$ cat config.mk
export PLATFORM = sky130hd
export DESIGN_NAME = regfile_wb_arbiter_flat
export DESIGN_NICKNAME = d
export VERILOG_FILES = /design/src/rtl/regfile_wb_arbiter_pkg.sv /design/src/rtl/regfile_wb_arbiter_if.sv /design/src/rtl/regfile_wb_arbiter_slot.sv /design/src/rtl/regfile_wb_arbiter.sv /design/src/flat_wrapper.sv
export SDC_FILE = /design/constraint.sdc
export NUM_CORES = 1
export LEC_CHECK = 0
export ABC_CLOCK_PERIOD_IN_PS = 4000
export CORE_MARGIN = 4
export CORE_UTILIZATION = 52
export DETAILED_ROUTE_END_ITERATION = 7
export PLACE_DENSITY_LB_ADDON = 0.3
export SLEW_MARGIN = 10
export SYNTH_ARGS = -nofsm -noshare
export SYNTH_HDL_FRONTEND = slang
export SYNTH_SLANG_ARGS = --single-unit
$ cat constraint.sdc
create_clock -name clk -period 4 [get_ports clk]
set_input_delay 0.8 -clock clk [delete_from_list [all_inputs] [get_ports clk]]
set_output_delay 0.8 -clock clk [all_outputs]
set_load 0.03 [all_outputs]
$ cat src/rtl/regfile_wb_arbiter_pkg.sv
// Shared constants and types for the register-file write-back arbiter.
package regfile_wb_arbiter_pkg;

    localparam int ADDR_W = 3;
    localparam int DATA_W = 16;
    localparam int NREG   = 2 ** ADDR_W;

    localparam int REQ_ALU = 0;
    localparam int REQ_LD  = 1;

    typedef struct packed {
        logic              valid;
        logic [ADDR_W-1:0] addr;
        logic [DATA_W-1:0] data;
    } wb_req_t;

endpackage

$ cat src/rtl/regfile_wb_arbiter_if.sv
// Requester handshakes, register-file write port and pending mask.
// The arbiter takes the slave side; producers and the register file the master side.
interface regfile_wb_arbiter_if;
    import regfile_wb_arbiter_pkg::*;

    logic              req0_valid;
    logic              req0_ready;
    logic [ADDR_W-1:0] req0_addr;
    logic [DATA_W-1:0] req0_data;
    logic              req1_valid;
    logic              req1_ready;
    logic [ADDR_W-1:0] req1_addr;
    logic [DATA_W-1:0] req1_data;
    logic              wr;
    logic [ADDR_W-1:0] wrAddr;
    logic [DATA_W-1:0] wrData;
    logic [NREG-1:0]   pending;

    modport slave (
        input  req0_valid, req0_addr, req0_data,
        input  req1_valid, req1_addr, req1_data,
        output req0_ready, req1_ready,
        output wr, wrAddr, wrData, pending
    );

    modport master (
        output req0_valid, req0_addr, req0_data,
        output req1_valid, req1_addr, req1_data,
        input  req0_ready, req1_ready,
        input  wr, wrAddr, wrData, pending
    );

endinterface

$ cat src/rtl/regfile_wb_arbiter_slot.sv
// One-entry holding register. A load at the same edge as a clear wins,
// so a slot being drained can be refilled without a bubble.
module wb_slot
    import regfile_wb_arbiter_pkg::*;
(
    input  logic              clk,
    input  logic              rst,
    input  logic              load_i,
    input  logic              clear_i,
    input  logic [ADDR_W-1:0] addr_i,
    input  logic [DATA_W-1:0] data_i,
    output logic              full_o,
    output logic [ADDR_W-1:0] addr_o,
    output logic [DATA_W-1:0] data_o
);

    logic              full_q;
    logic [ADDR_W-1:0] addr_q;
    logic [DATA_W-1:0] data_q;

    // Capture on load, empty on clear, otherwise hold.
    always_ff @(posedge clk) begin
        if (rst) begin
            full_q <= 1'b0;
            addr_q <= '0;
            data_q <= '0;
        end else if (load_i) begin
            full_q <= 1'b1;
            addr_q <= addr_i;
            data_q <= data_i;
        end else if (clear_i) begin
            full_q <= 1'b0;
        end
    end

    assign full_o = full_q;
    assign addr_o = addr_q;
    assign data_o = data_q;

endmodule

$ cat src/rtl/regfile_wb_arbiter.sv
// Shares the register file's single write port between the ALU and load
// write-back paths. Each path has a one-entry slot; slots drain oldest-first
// into a registered write port.
module regfile_wb_arbiter
    import regfile_wb_arbiter_pkg::*;
(
    input  logic                  clk,
    input  logic                  rst,
    regfile_wb_arbiter_if.slave   bus
);

    wb_req_t           req [2];
    logic [1:0]        full;
    logic [1:0]        grant;
    logic [1:0]        ready;
    logic [1:0]        accept;
    logic [ADDR_W-1:0] slot_addr [2];
    logic [DATA_W-1:0] slot_data [2];

    logic              old_q, old_d;
    logic              tie_q, tie_d;
    logic              wr_q, wr_d;
    logic [ADDR_W-1:0] wr_addr_q, wr_addr_d;
    logic [DATA_W-1:0] wr_data_q, wr_data_d;
    logic [NREG-1:0]   pending;

    assign req[REQ_ALU] = {bus.req0_valid, bus.req0_addr, bus.req0_data};
    assign req[REQ_LD]  = {bus.req1_valid, bus.req1_addr, bus.req1_data};

    for (genvar k = 0; k < 2; k++) begin : g_slot
        wb_slot u_slot (
            .clk     (clk),
            .rst     (rst),
            .load_i  (accept[k]),
            .clear_i (grant[k]),
            .addr_i  (req[k].addr),
            .data_i  (req[k].data),
            .full_o  (full[k]),
            .addr_o  (slot_addr[k]),
            .data_o  (slot_data[k])
        );
        // Ready depends only on registered state (and rst), never on valid.
        assign ready[k]  = !rst && (!full[k] || grant[k]);
        assign accept[k] = req[k].valid && ready[k];
    end

    // Grant the only full slot, or the older one when both are full.
    always_comb begin
        grant = full;
        if (&full) begin
            grant         = 2'b00;
            grant[old_q]  = 1'b1;
        end
    end

    // Age tracking: the slot that stays full is older than a newly loaded one;
    // simultaneous loads are ordered by the alternating tie pointer.
    always_comb begin
        old_d = old_q;
        tie_d = tie_q;
        if (&accept) begin
            old_d = tie_q;
            tie_d = !tie_q;
        end else if (accept[0] && full[1] && !grant[1]) begin
            old_d = 1'b1;
        end else if (accept[1] && full[0] && !grant[0]) begin
            old_d = 1'b0;
        end
    end

    // Output stage next value: granted slot contents, address/data held when idle.
    always_comb begin
        wr_d      = |grant;
        wr_addr_d = wr_addr_q;
        wr_data_d = wr_data_q;
        if (grant[1]) begin
            wr_addr_d = slot_addr[1];
            wr_data_d = slot_data[1];
        end else if (grant[0]) begin
            wr_addr_d = slot_addr[0];
            wr_data_d = slot_data[0];
        end
    end

    // Arbiter state and registered write port.
    always_ff @(posedge clk) begin
        if (rst) begin
            old_q     <= 1'b0;
            tie_q     <= 1'b0;
            wr_q      <= 1'b0;
            wr_addr_q <= '0;
            wr_data_q <= '0;
        end else begin
            old_q     <= old_d;
            tie_q     <= tie_d;
            wr_q      <= wr_d;
            wr_addr_q <= wr_addr_d;
            wr_data_q <= wr_data_d;
        end
    end

    // Registers with a write still held in a slot or on the write port.
    always_comb begin
        pending = '0;
        for (int r = 0; r < NREG; r++) begin
            pending[r] = (full[0] && slot_addr[0] == r[ADDR_W-1:0])
                       | (full[1] && slot_addr[1] == r[ADDR_W-1:0])
                       | (wr_q    && wr_addr_q    == r[ADDR_W-1:0]);
        end
    end

    assign bus.req0_ready = ready[0];
    assign bus.req1_ready = ready[1];
    assign bus.wr         = wr_q;
    assign bus.wrAddr     = wr_addr_q;
    assign bus.wrData     = wr_data_q;
    assign bus.pending    = pending;

endmodule
$ cat src/flat_wrapper.sv
// flat-port wrapper written by rule: the top's interface ports become plain ports
module regfile_wb_arbiter_flat import regfile_wb_arbiter_pkg::*;
  (clk, rst, bus_req0_valid, bus_req0_addr, bus_req0_data, bus_req1_valid, bus_req1_addr, bus_req1_data, bus_req0_ready, bus_req1_ready, bus_wr, bus_wrAddr, bus_wrData, bus_pending);
  regfile_wb_arbiter_if bus_i ();
  input  logic clk;
  input  logic rst;
  input wire logic [$bits(bus_i.req0_valid)-1:0] bus_req0_valid;
  input wire logic [$bits(bus_i.req0_addr)-1:0] bus_req0_addr;
  input wire logic [$bits(bus_i.req0_data)-1:0] bus_req0_data;
  input wire logic [$bits(bus_i.req1_valid)-1:0] bus_req1_valid;
  input wire logic [$bits(bus_i.req1_addr)-1:0] bus_req1_addr;
  input wire logic [$bits(bus_i.req1_data)-1:0] bus_req1_data;
  output wire logic [$bits(bus_i.req0_ready)-1:0] bus_req0_ready;
  output wire logic [$bits(bus_i.req1_ready)-1:0] bus_req1_ready;
  output wire logic [$bits(bus_i.wr)-1:0] bus_wr;
  output wire logic [$bits(bus_i.wrAddr)-1:0] bus_wrAddr;
  output wire logic [$bits(bus_i.wrData)-1:0] bus_wrData;
  output wire logic [$bits(bus_i.pending)-1:0] bus_pending;
  assign bus_i.req0_valid = bus_req0_valid;
  assign bus_i.req0_addr = bus_req0_addr;
  assign bus_i.req0_data = bus_req0_data;
  assign bus_i.req1_valid = bus_req1_valid;
  assign bus_i.req1_addr = bus_req1_addr;
  assign bus_i.req1_data = bus_req1_data;
  assign bus_req0_ready = bus_i.req0_ready;
  assign bus_req1_ready = bus_i.req1_ready;
  assign bus_wr = bus_i.wr;
  assign bus_wrAddr = bus_i.wrAddr;
  assign bus_wrData = bus_i.wrData;
  assign bus_pending = bus_i.pending;
  regfile_wb_arbiter u_core (.clk(clk), .rst(rst), .bus(bus_i));
endmodule
* Word level (Yosys, flattened, before mapping) *
Index checks and enable logic that the tools add are counted.

word-level totals
  register bits after elaboration = 62
  latch bits = 0
  RAM bits = 0
  memory bits (read-only) = 0
  word-level logic and storage cells = 115
  memories = 0

cells by class
  $add $sub $neg = 0
  multiply operators = 0
  divide/modulo/power cells = 0
  magnitude comparators = 2
  equal/unequal tests = 21
  shifts and indexed selects = 0
  multiplexer cells = 14
  bitwise operators = 16
  reduce and logical (&&, ||, !) cells = 51

operators by type and width
  kind                count
  $eq 3x3->1 const B  12
  $logic_and 1x1->1   33
  $mux 16             2
  $eq 3x2->1 const B  6
  $or 1x1->1          16
  $eq 3x1->1 const B  3
  $logic_not 3->1     3
  $mux 1              8
  $logic_not 1->1     6
  $mux 3              2
  $reduce_bool 2->1   3
  $reduce_and 2->1    2
  $reduce_bool 3->1   1
  $logic_or 1x1->1    2
  $lt 1x2->1 const B  1
  $mux 2              1
  $reduce_or 2->1     1
  $demux 1 s1         1
  $ge 1x1->1 const B  1

* Depth between registers and ports, before layout *
  depth after elaboration = 13
  depth in mapped cells = 5

* Modules after synthesis *
Synthesis repeated with hierarchy kept, for this count alone.

second synthesis, totals
  cells, all modules = 317
  area, all modules = 2,885.3 µm²

modules (own cells, without submodules)
  module              times used  cells an instance  area each (µm²)  seq. area each (µm²)
  regfile_wb_arbiter  1           187                1,471.4          440.4
  wb_slot             2           65                 706.9            400.4

* Worst setup path after synthesis *
OpenSTA, ideal clock, no wires.

  path kind = register to output
  start = reg u_core.g_slot[1].u_slot.full_q
  end = out bus_pending[1]
  data arrival time = 1,921 ps
  path slack = 1,279 ps
  cell stages (with the launch flop) = 4
  path buffers = 1
  path through = dfxtp_1 -> clkbuf_1 -> nand2b_1 -> o311ai_0

between the ends
  longest elaborated chain between the ends = 3

RTL lines
  element                 RTL line                       text
  start, declared         regfile_wb_arbiter_slot.sv:17  logic full_q;
  start signal, assigned  regfile_wb_arbiter_slot.sv:24  full_q <= 1'b0;
  start signal, assigned  regfile_wb_arbiter_slot.sv:28  full_q <= 1'b1;
  start signal, assigned  regfile_wb_arbiter_slot.sv:32  full_q <= 1'b0;
  $logic_and 1x1->1       regfile_wb_arbiter.sv:107      | (full[1] && slot_addr[1] == r[ADDR_W-1:0])
  $or 1x1->1              regfile_wb_arbiter.sv:107
  $or 1x1->1              regfile_wb_arbiter.sv:108      | (wr_q && wr_addr_q == r[ADDR_W-1:0]);
  end, declared           flat_wrapper.sv:18             output wire logic [$bits(bus_i.pending)-1:0] bus_pending;

Every way passes these cells.

* Worst setup path after layout *
  start = reg u_core.g_slot[0].u_slot.full_q
  end = out bus_pending[0]

between the ends
  longest elaborated chain between the ends = 3

RTL lines
  element                 RTL line                       text
  start, declared         regfile_wb_arbiter_slot.sv:17
  start signal, assigned  regfile_wb_arbiter_slot.sv:24
  start signal, assigned  regfile_wb_arbiter_slot.sv:28
  start signal, assigned  regfile_wb_arbiter_slot.sv:32
  $logic_and 1x1->1       regfile_wb_arbiter.sv:106      pending[r] = (full[0] && slot_addr[0] == r[ADDR_W-1:0])
  $or 1x1->1              regfile_wb_arbiter.sv:107
  $or 1x1->1              regfile_wb_arbiter.sv:108

Every way passes these cells.

==> reports/metrics.yaml <==
route:
  top_layer: "met4"
  drc: 0
  vias_per_cell: 5.45
  met3_wirelength_um: 380
  routed_wl_um: 6080
  wl_met1_um: 2780
  vias: 2170
  wl_met2_um: 2890
  antenna_left: 0
  firstDrtPassIters: 7
  drt_iter0_drc: 100
  wl_per_cell_um: 15.3
clock_tree:
  clockBufferDepth: 2
  clk_pin_slew_ns: 0.07
  post_cts_buffers: 0
  ctsHoldBuffers: 0
  htree_levels: 3
  root_buffer: "clkbuf_8"
  clock_latency_ns: 0.32
  post_cts_resized: 0
  clock-sinks: 62
  cts_tree: "done"
  cts_made_buffers: 9
placement:
  gp_congestion: 0.944
  portBuffers: 71
  post_dp_cell_area_um2: 3440
  pre_cts_slack_ns: 0.961
  dp_cells: 382
  place_hpwl_um: 4050
timing:
  tightest_slew_ns: 0.999
  timing.fmax_mhz: 318
  fin_setup_tns_ns: 0
  timing.slew.headroom: 0.330
  finalSetupViolations: 0
  layout_setup_ws_ns: 0.854
  fin_crit_sh: 0.787
  hold_viol: 0
  maxSlewViolCount: 0
  rsz0062_at_grt: "false"
  fin_crit_ns: 3.15
  clock_skew_ns: 0.00520
  hold_slack_ns: 0.474
setup_path:
  worst-path-max-fanout: 15
  critical_path_required_ns: 3.20
  criticalPathCategory: "flip-flop to output port"
  arrival_ns: 2.35
  endpoint_kind: "output port"
  cp-start-kind: "flip-flop"
logic_synthesis:
  synth_edf_count: 0
  synth-compound-area-share: 0.110
  syn_inst: 254
  synth_top_family_by_area: "simple AND/OR/NAND/NOR gates"
  synthXorXnorAreaFrac: 0
  synthDominantCellAreaShare: 0.458
  ys_async_sr_fraction: 0
  synthSimpleGateAreaFrac: 0.225
  synth_area_leaders: "dfxtp_1 46%, mux2_2 12%, nor2b_1 9.9%, a221o_1 6.7%, mux2_4 5.5%"
  synthAdderAreaFrac: 0
  synthFlopType: "dfxtp_1"
  yosysWarnings: 0
  synth.avg_cell_area_um2: 10.7
  synth_top_area_cell: "dfxtp_1"
  synthMuxAreaShare: 0.172
  synth_cell_types: 34
  netlist_area_um2: 2710
  syn_nets: 296
  ys_seq_area_frac: 0.458
  ys_seq_elements: 62
finish:
  nets: 365
  final_common_cell: "clkdlybuf4s50_1"
  area_growth_pct: 34.9
  layout_common_cells: "70 x clkdlybuf4s50_1, 62 x dfxtp_1, 43 x nor2b_1"
  finish.utilization: 0.720
  antenna_cells: 0
  fillers: 369
  final_layout_size_suffix_gt1_frac: 0.183
  fin_area_um2: 3650
  stdcell_count: 398
global_routing:
  grtUsageTotal: 0.192
  grt_max_degree: 51
  grt_pass1_vias: 2072
  grt_pass1_wl_um: 9670
  antenna_found_initial: 0
  grt-ovfl-total: 0
floorplanning:
  start_util: 0.534
  die_h_um: 80.2
  rows: 26
  num_io_pins: 72
  coreArea_um2: 5070
  die_w_um: 80.2
  die_area_um2: 6430
flow_run:
  maxCapViolations: 0
power:
  power.total_mw: 1.50
  peakVddDrop_mv: 0.327
  leakage_nw: 1.46
  cellPowerDensity_nw_per_um2: 411
run_status:
  status: "completed"
worst_hold_path:
  hold_path.class: "flip-flop to flip-flop"
-- kinds of logic (layout without fill, tap and decap cells) --
kind of cell	Yosys count	in the layout
and+or+nand+nor	102	102
DFF	62	62
AOI/OAI and AO/OA	34	34
buffers and inverters	18	92
muxes	38	38
-- path summary, 6_finish.rpt --
check	slack, ns	cells past startpoint	startpoint	to
min	0.47	1	u_core.g_slot[1].u_slot.data_o[0]	u_core.bus.wrData[0]
max reg2reg	1.94	3	u_core.g_slot[0].u_slot.full_o	u_core.g_slot[0].u_slot.data_o[12]
max	0.85	4	u_core.g_slot[0].u_slot.full_o	bus_pending[0]
min reg2reg	0.47	1	u_core.g_slot[1].u_slot.data_o[0]	u_core.bus.wrData[0]
-- cell usage after synthesis, drive strengths merged (2+ instances only) --
master  count
a21oi       3
a221o      18
a32oi       2
and2       18
and3b       2
buf         4
clkbuf     11
dfxtp      62
inv         3
mux2       38
nand2       6
nand3      10
nand3b      2
nand4       4
nand4b      2
nor2        9
nor2b      43
nor3        2
o311ai      2
o31ai       2
-- registers in the layout, indices dropped and copies added (netlist names) --
name and count:
u_core.bus.wr 1, u_core.bus.wrAddr 3, u_core.bus.wrData 16, u_core.g_slot.u_slot.addr_o 6, u_core.g_slot.u_slot.data_o 32, u_core.g_slot.u_slot.full_o 2, u_core.old_q 1, u_core.tie_q 1
-- worst max-delay path, cell delays in order (launching register included) --
cell and delay (ns):
dfxtp_1 0.64, nor2b_1 0.41, a22oi_1 0.16, o31ai_1 0.10
clkdlybuf4s50_1 0.72
-- cell type report --
cell class	count	area [um^2]	area share
sequential	62	1240	0.340
multi-input combinational	174	1380	0.377
inverter	3	11.3	0.00308
clock inverter	6	86.3	0.0236
clock buffer	10	128	0.0349
tap	70	87.6	0.0240
timing repair buffer	73	721	0.197
-- report_power, final --
group	total, mW	leakage, nW	switching [mW]	internal (mW)
Sequential	0.697	0.511	0.0361	0.661
Combinational	0.221	0.845	0.0962	0.125
Clock	0.583	0.106	0.234	0.350
Total	1.50	1.46	0.366	1.14
-- per-layer routing --
metal	vias up	GRT usage
met1	1032	0.249
met5	-	0
met3	4	0.0617
li1	1054	-
met4	0	0.0557
met2	80	0.305
Note: power is estimated with default switching activity, not from simulation.
==> edit 1 (same flow settings) <==
The package constant `DATA_W` goes from 16 to 12.
--- a/src/rtl/regfile_wb_arbiter_pkg.sv
+++ b/src/rtl/regfile_wb_arbiter_pkg.sv
@@ -2,7 +2,7 @@
 package regfile_wb_arbiter_pkg;
 
     localparam int ADDR_W = 3;
-    localparam int DATA_W = 16;
+    localparam int DATA_W = 12;
     localparam int NREG   = 2 ** ADDR_W;
 
     localparam int REQ_ALU = 0;
Ports: changed (resized bus_req0_data, bus_req1_data and bus_wrData); port bits go from 72 to 60. No check against the original RTL was run, so the function may have changed too.
==> edit 1 against the unedited design <==
Area after synthesis decreased by 17%. Largest power group unchanged. Worst setup slack improved by 0.089 ns. Synthesized cell count down 15%. Design area shrank 19%. Sequential cell count is 12 lower. Critical endpoint is now bus_pending[5]. Clock skew is essentially flat. First-iteration DRC count rose by 38%. Critical path depth did not move. Clock power shrank 39%. Wire length down 17%. Global-route usage is 0.16 points higher. Power is 26% lower.
==> edit 1: results (changes against the unedited design) <==
finish:
  drive_gt1_share_pct: 16.48  # was 18.29%
  num-fill-cells: 319  # was 369
  antenna_cells: 0  # unchanged
  nNetsFinal: 306  # was 365
  largest_reg_flops: 24  # was 32
grt:
  grt_usage_pct: 19.38  # was 19.22%
  grt-ovfl-total: 0  # unchanged
  antenna_found_initial: 0  # unchanged
  grt_pass1_vias: 1689  # was 2072
  grt_pass1_wl_mm: 8.017  # was 9.666 mm
  grt_max_degree: 42  # was 51
pwr:
  p_sw_mw: 0.2824  # was 0.3660 mW
  leakage_nw: 1.185  # was 1.462 nW
  peakVddDrop_mv: 0.2133  # was 0.3275 mV
cts:
  post_cts_buffers: 0  # unchanged
  cts.htree.levels: 2  # was 3
  post_cts_resized: 0  # unchanged
  clk_path_buf_depth: 2  # unchanged
  clk_latency_ns: 0.31
  cts-root-buf: "clkbuf_8"  # unchanged
  clkSlewWorstSetupHoldPaths_ns: 0.09  # was 0.07 ns
  cts-buffers-inserted: 5  # was 9
synthesis:
  postSynthNetCount: 251  # was 296
  yosys-top-cells-area: "dfxtp_1 (44%), mux2_2 (10%), nor2b_1 (9.7%)"  # was dfxtp_1 (46%), mux2_2 (12%), nor2b_1 (9.9%)
  synth_common_cells: "dfxtp_1 (50), nor2b_1 (35), mux2_2 (20)"  # was dfxtp_1 (62), nor2b_1 (43), mux2_2 (28)
  synthArstFlopShare_pct: 0  # unchanged
  yosysWarnings: 0  # unchanged
  synth_cell_types: 35  # was 34
  synth_flop_cell: "dfxtp_1"  # unchanged
  yosysSeqAreaShare_pct: 44.40  # was 45.82%
sta:
  max_slew_margin_pct: 31.43  # was 33.01%
  hold_ws_ns: 0.4779  # was 0.4736 ns
  finClkSkew_ns: 0.005600  # was 0.005204 ns
detailed_routing:
  drt_iter0_markers: 138  # was 100
  drt-total-wl_mm: 5.063  # was 6.082 mm
  dr.pass1.iters: 5  # was 7
  vias: 1816  # was 2170
run_status:
  status: "complete, no violations"  # unchanged
hold_path:
  hold-path-cell-count: 1  # unchanged
  hold_path.startpoint: "u_core.g_slot[1].u_slot.data_o[10]"  # was u_core.g_slot[1].u_slot.data_o[0]
  min_to: "u_core.bus.wrData[10]"  # was u_core.bus.wrData[0]
  min_path_type: "flop to flop"  # unchanged
critical_path:
  r2r-start: "u_core.g_slot[0].u_slot.full_o"  # unchanged
  critPathArrivalTime_ns: 2.26  # was 2.35 ns
  ff2ff_setup_slack_ns: 1.91  # was 1.94 ns
  path_max_fanout: 15  # unchanged
  timing.reg2reg.worst_path_depth: 3  # unchanged
  r2r_end: "u_core.g_slot[1].u_slot.data_o[1]"  # was u_core.g_slot[0].u_slot.data_o[12]
placement:
  place_congestion: 0.9056  # was 0.9438
  portBuffers: 59  # was 71
  hpwlAfterDp_mm: 3.483  # was 4.052 mm
## edit 1: how the worst max path moves through the flow
stage | endpoint | cells past startpoint | from | slack (ns)
floorplan | bus_pending[0] | 3 | u_core.g_slot[1].u_slot.full_o | 1.29
global placement | u_core.g_slot[1].u_slot.data_o[1] | 4 | rst | 1.07
detailed placement | u_core.g_slot[1].u_slot.data_o[1] | 4 | rst | 1.08
CTS | bus_pending[1] | 4 | u_core.g_slot[0].u_slot.full_o | 0.98
global route | bus_pending[1] | 3 | u_core.g_slot[1].u_slot.full_o | 0.80
finish | bus_pending[5] | 4 | u_core.g_slot[0].u_slot.full_o | 0.94
## edit 1: critical path: stages (launching register included)
cell and delay, ns:
dfxtp_1 0.62, nor2b_1 0.34, nand3_1 0.13, o311ai_0 0.11, clkdlybuf4s50_1 0.74
## edit 1: per-stage QoR
step / util, % / total power [mW] / setup slack, ns / cells / cell area, µm²
floorplan: - / 0.6832 / 1.286 / 217 / 2255
global placement: 69.72 / 0.7594 / 1.072 / 315 / 2849
detailed placement: 69.72 / 0.7638 / 1.079 / 315 / 2849
CTS: 72.47 / 1.116 / 0.9830 / 323 / 2962
global route: 72.47 / 1.149 / 0.8001 / 323 / 2962
finish: 72.47 / 1.109 / 0.9426 / 323 / 2962
## edit 1: layout make-up
cell class	count	share of cell area [%]
Timing Repair Buffer	61	20.36
Clock inverter	3	1.479
Multi-Input combinational cell	151	39.54
Tap cell	50	2.112
Inverter	3	0.3802
Sequential cell	50	33.80
Clock buffer	5	2.324
## edit 1: routing by layer
layer	vias to the layer above	GRT usage, %	wire length, µm
met2	58	31.40	2485
li1	889	-	-
met5	-	0	0
met1	860	25.19	2218
met4	0	5.433	63
met3	9	5.335	296
## edit 1: power by group through the flow
stage	clock, mW	combinational, mW	sequential (mW)
after global placement	0	0.186	0.573
after global routing	0.377	0.202	0.569
final	0.355	0.189	0.564
after floorplan	0	0.104	0.579
after CTS	0.363	0.190	0.563
after detailed placement	0	0.190	0.574
## edit 1: cells by family after synthesis
family / count (synthesis) / synth area share [%]
multiplexers: 30 / 16.65
flip-flops: 50 / 44.40
AND/OR/NAND/NOR: 91 / 23.47
AO/OA/AOI/OAI: 30 / 11.60
buffers and inverters: 16 / 3.884
==> edit 2 (same flow settings) <==
Made on the original files. `wr_data_q` no longer has a reset.
--- a/src/rtl/regfile_wb_arbiter.sv
+++ b/src/rtl/regfile_wb_arbiter.sv
@@ -89,14 +89,16 @@
             tie_q     <= 1'b0;
             wr_q      <= 1'b0;
             wr_addr_q <= '0;
-            wr_data_q <= '0;
         end else begin
             old_q     <= old_d;
             tie_q     <= tie_d;
             wr_q      <= wr_d;
             wr_addr_q <= wr_addr_d;
-            wr_data_q <= wr_data_d;
         end
+    end
+
+    always_ff @(posedge clk) begin
+        wr_data_q <= wr_data_d;
     end
 
     // Registers with a write still held in a slot or on the write port.
Behaviour: differs if rst is asserted again (counterexample within 4 cycles, from zero or initial values and one cycle with rst high); with rst held inactive, the same outputs for 10 cycles.
==> edit 2 against the unedited design <==
Die area is 3.0% higher. Clock skew is 0.0055 ns higher. Wire length is 2.0% lower. Worst setup slack better by 0.13 ns. Sequential cell count stayed put. Core utilization is 0.58 points lower. Design area is 1.1% higher. Global-route usage is 0.15 points higher. Power is 2.5% lower. Hold slack better by 0.081 ns. Area after synthesis is 3.4% higher. First-iteration DRC count is 9.0% lower. Critical path type unchanged. Critical endpoint is now bus_pending[3]. Largest power group unchanged.
==> edit 2: results (changes against the unedited design) <==
run_status:
  status: "complete, no violations"  # unchanged
grt:
  grt_max_degree: 48  # was 51
  grt_usage_pct: 19.37  # was 19.22%
  grt_pass1_vias: 1977  # was 2072
  grt_pass1_wl_mm: 9.549  # was 9.666 mm
cts:
  cts-buffers-inserted: 9  # unchanged
  cts-root-buf: "clkbuf_8"  # unchanged
synthesis:
  synth_cell_types: 33  # was 34
  yosysSeqAreaShare_pct: 50.04  # was 45.82%
  muxShareOfSynthArea_pct: 23.86  # was 17.18%
  synth_edf_count: 16  # was 0
  postSynthNetCount: 280  # was 296
  synthAdderAreaFrac_pct: 0  # unchanged
  synth_common_cells: "dfxtp_1 (46), mux2_2 (46), nor2b_1 (45)"  # was dfxtp_1 (62), nor2b_1 (43), mux2_2 (28)
  yosys-top-cells-area: "dfxtp_1 (33%), mux2_2 (18%), edfxtp_1 (17%)"  # was dfxtp_1 (46%), mux2_2 (12%), nor2b_1 (9.9%)
detailed_routing:
  avgViaCountPerCell: 5.299  # was 5.452
  dr.pass1.iters: 6  # was 7
  wire_per_inst_um: 15.52  # was 15.28 µm
pwr:
  peakVddDrop_mv: 0.2379  # was 0.3275 mV
  leakage_nw: 1.475  # was 1.462 nW
  p_sw_mw: 0.3786  # was 0.3660 mW
critical_path:
  ff2ff_setup_slack_ns: 1.80  # was 1.94 ns
  max_stage_delay_ns: 0.66  # was 0.72 ns
  r2r_end: "u_core.bus.wrData[7]"  # was u_core.g_slot[0].u_slot.data_o[12]
  critPathArrivalTime_ns: 2.22  # was 2.35 ns
finish:
  antenna_cells: 0  # unchanged
  nNetsFinal: 351  # was 365
  drive_gt1_share_pct: 24.20  # was 18.29%
placement:
  pre_cts_slack_ns: 1.359  # was 0.9613 ns
  hpwlAfterDp_mm: 3.922  # was 4.052 mm
  placed_area_mm2: 0.003532  # was 0.003440 mm²
  place_congestion: 0.8262  # was 0.9438
hold_path:
  min_to: "u_core.bus.wrData[6]"  # was u_core.bus.wrData[0]
  hold_path.startpoint: "u_core.g_slot[0].u_slot.data_o[6]"  # was u_core.g_slot[1].u_slot.data_o[0]
sta:
  finClkSkew_ns: 0.01071  # was 0.005204 ns
edit 2: power groups by stage:
stage / clock [mW] / combinational (mW) / sequential (mW)
floorplan: 0 / 0.133 / 0.772
global placement: 0 / 0.265 / 0.746
detailed placement: 0 / 0.270 / 0.748
CTS: 0.471 / 0.270 / 0.735
global route: 0.509 / 0.286 / 0.743
finish: 0.459 / 0.269 / 0.736
edit 2: how the worst max path moves through the flow:
| stage | slack (ns) | end | cells past startpoint | from |
|---|---|---|---|---|
| floorplan | 1.59 | bus_req1_ready | 3 | rst |
| global placement | 1.40 | bus_req0_ready | 3 | rst |
| detailed placement | 1.36 | bus_pending[1] | 4 | u_core.g_slot[0].u_slot.full_o |
| CTS | 1.0 | bus_pending[1] | 4 | u_core.g_slot[0].u_slot.full_o |
| global route | 0.90 | bus_pending[1] | 4 | u_core.g_slot[0].u_slot.full_o |
| finish | 0.98 | bus_pending[3] | 4 | u_core.g_slot[0].u_slot.full_o |
edit 2: layout make-up:
class,count,area [µm²]
clock buffer,13,148.9
clock inverter,3,12.51
fill,377,1479
inverter,2,7.507
multi-input combinational,161,1315
sequential,62,1401
tap,70,87.58
timing repair buffer,73,720.7
edit 2: kinds of logic after synthesis:
group / count (synthesis)
compound gates: 17
buf+inv: 15
flops: 62
mux: 56
simple gates: 88
edit 2: metrics by stage:
stage	power (mW)	std cells	hold slack, ns
after global placement	1.012	368	0.5332
after detailed placement	1.018	368	0.5356
after CTS	1.476	384	0.5551
after floorplan	0.9052	238	0.5186
final	1.463	384	0.5545
after global routing	1.538	384	0.5696
edit 2: metal layers:
layer,wire (µm),vias up,global-route usage [%]
li1,-,990,-
met1,2517,964,24.62
met2,3001,77,30.62
met3,405,4,5.100
met4,36,0,8.953
met5,0,-,0
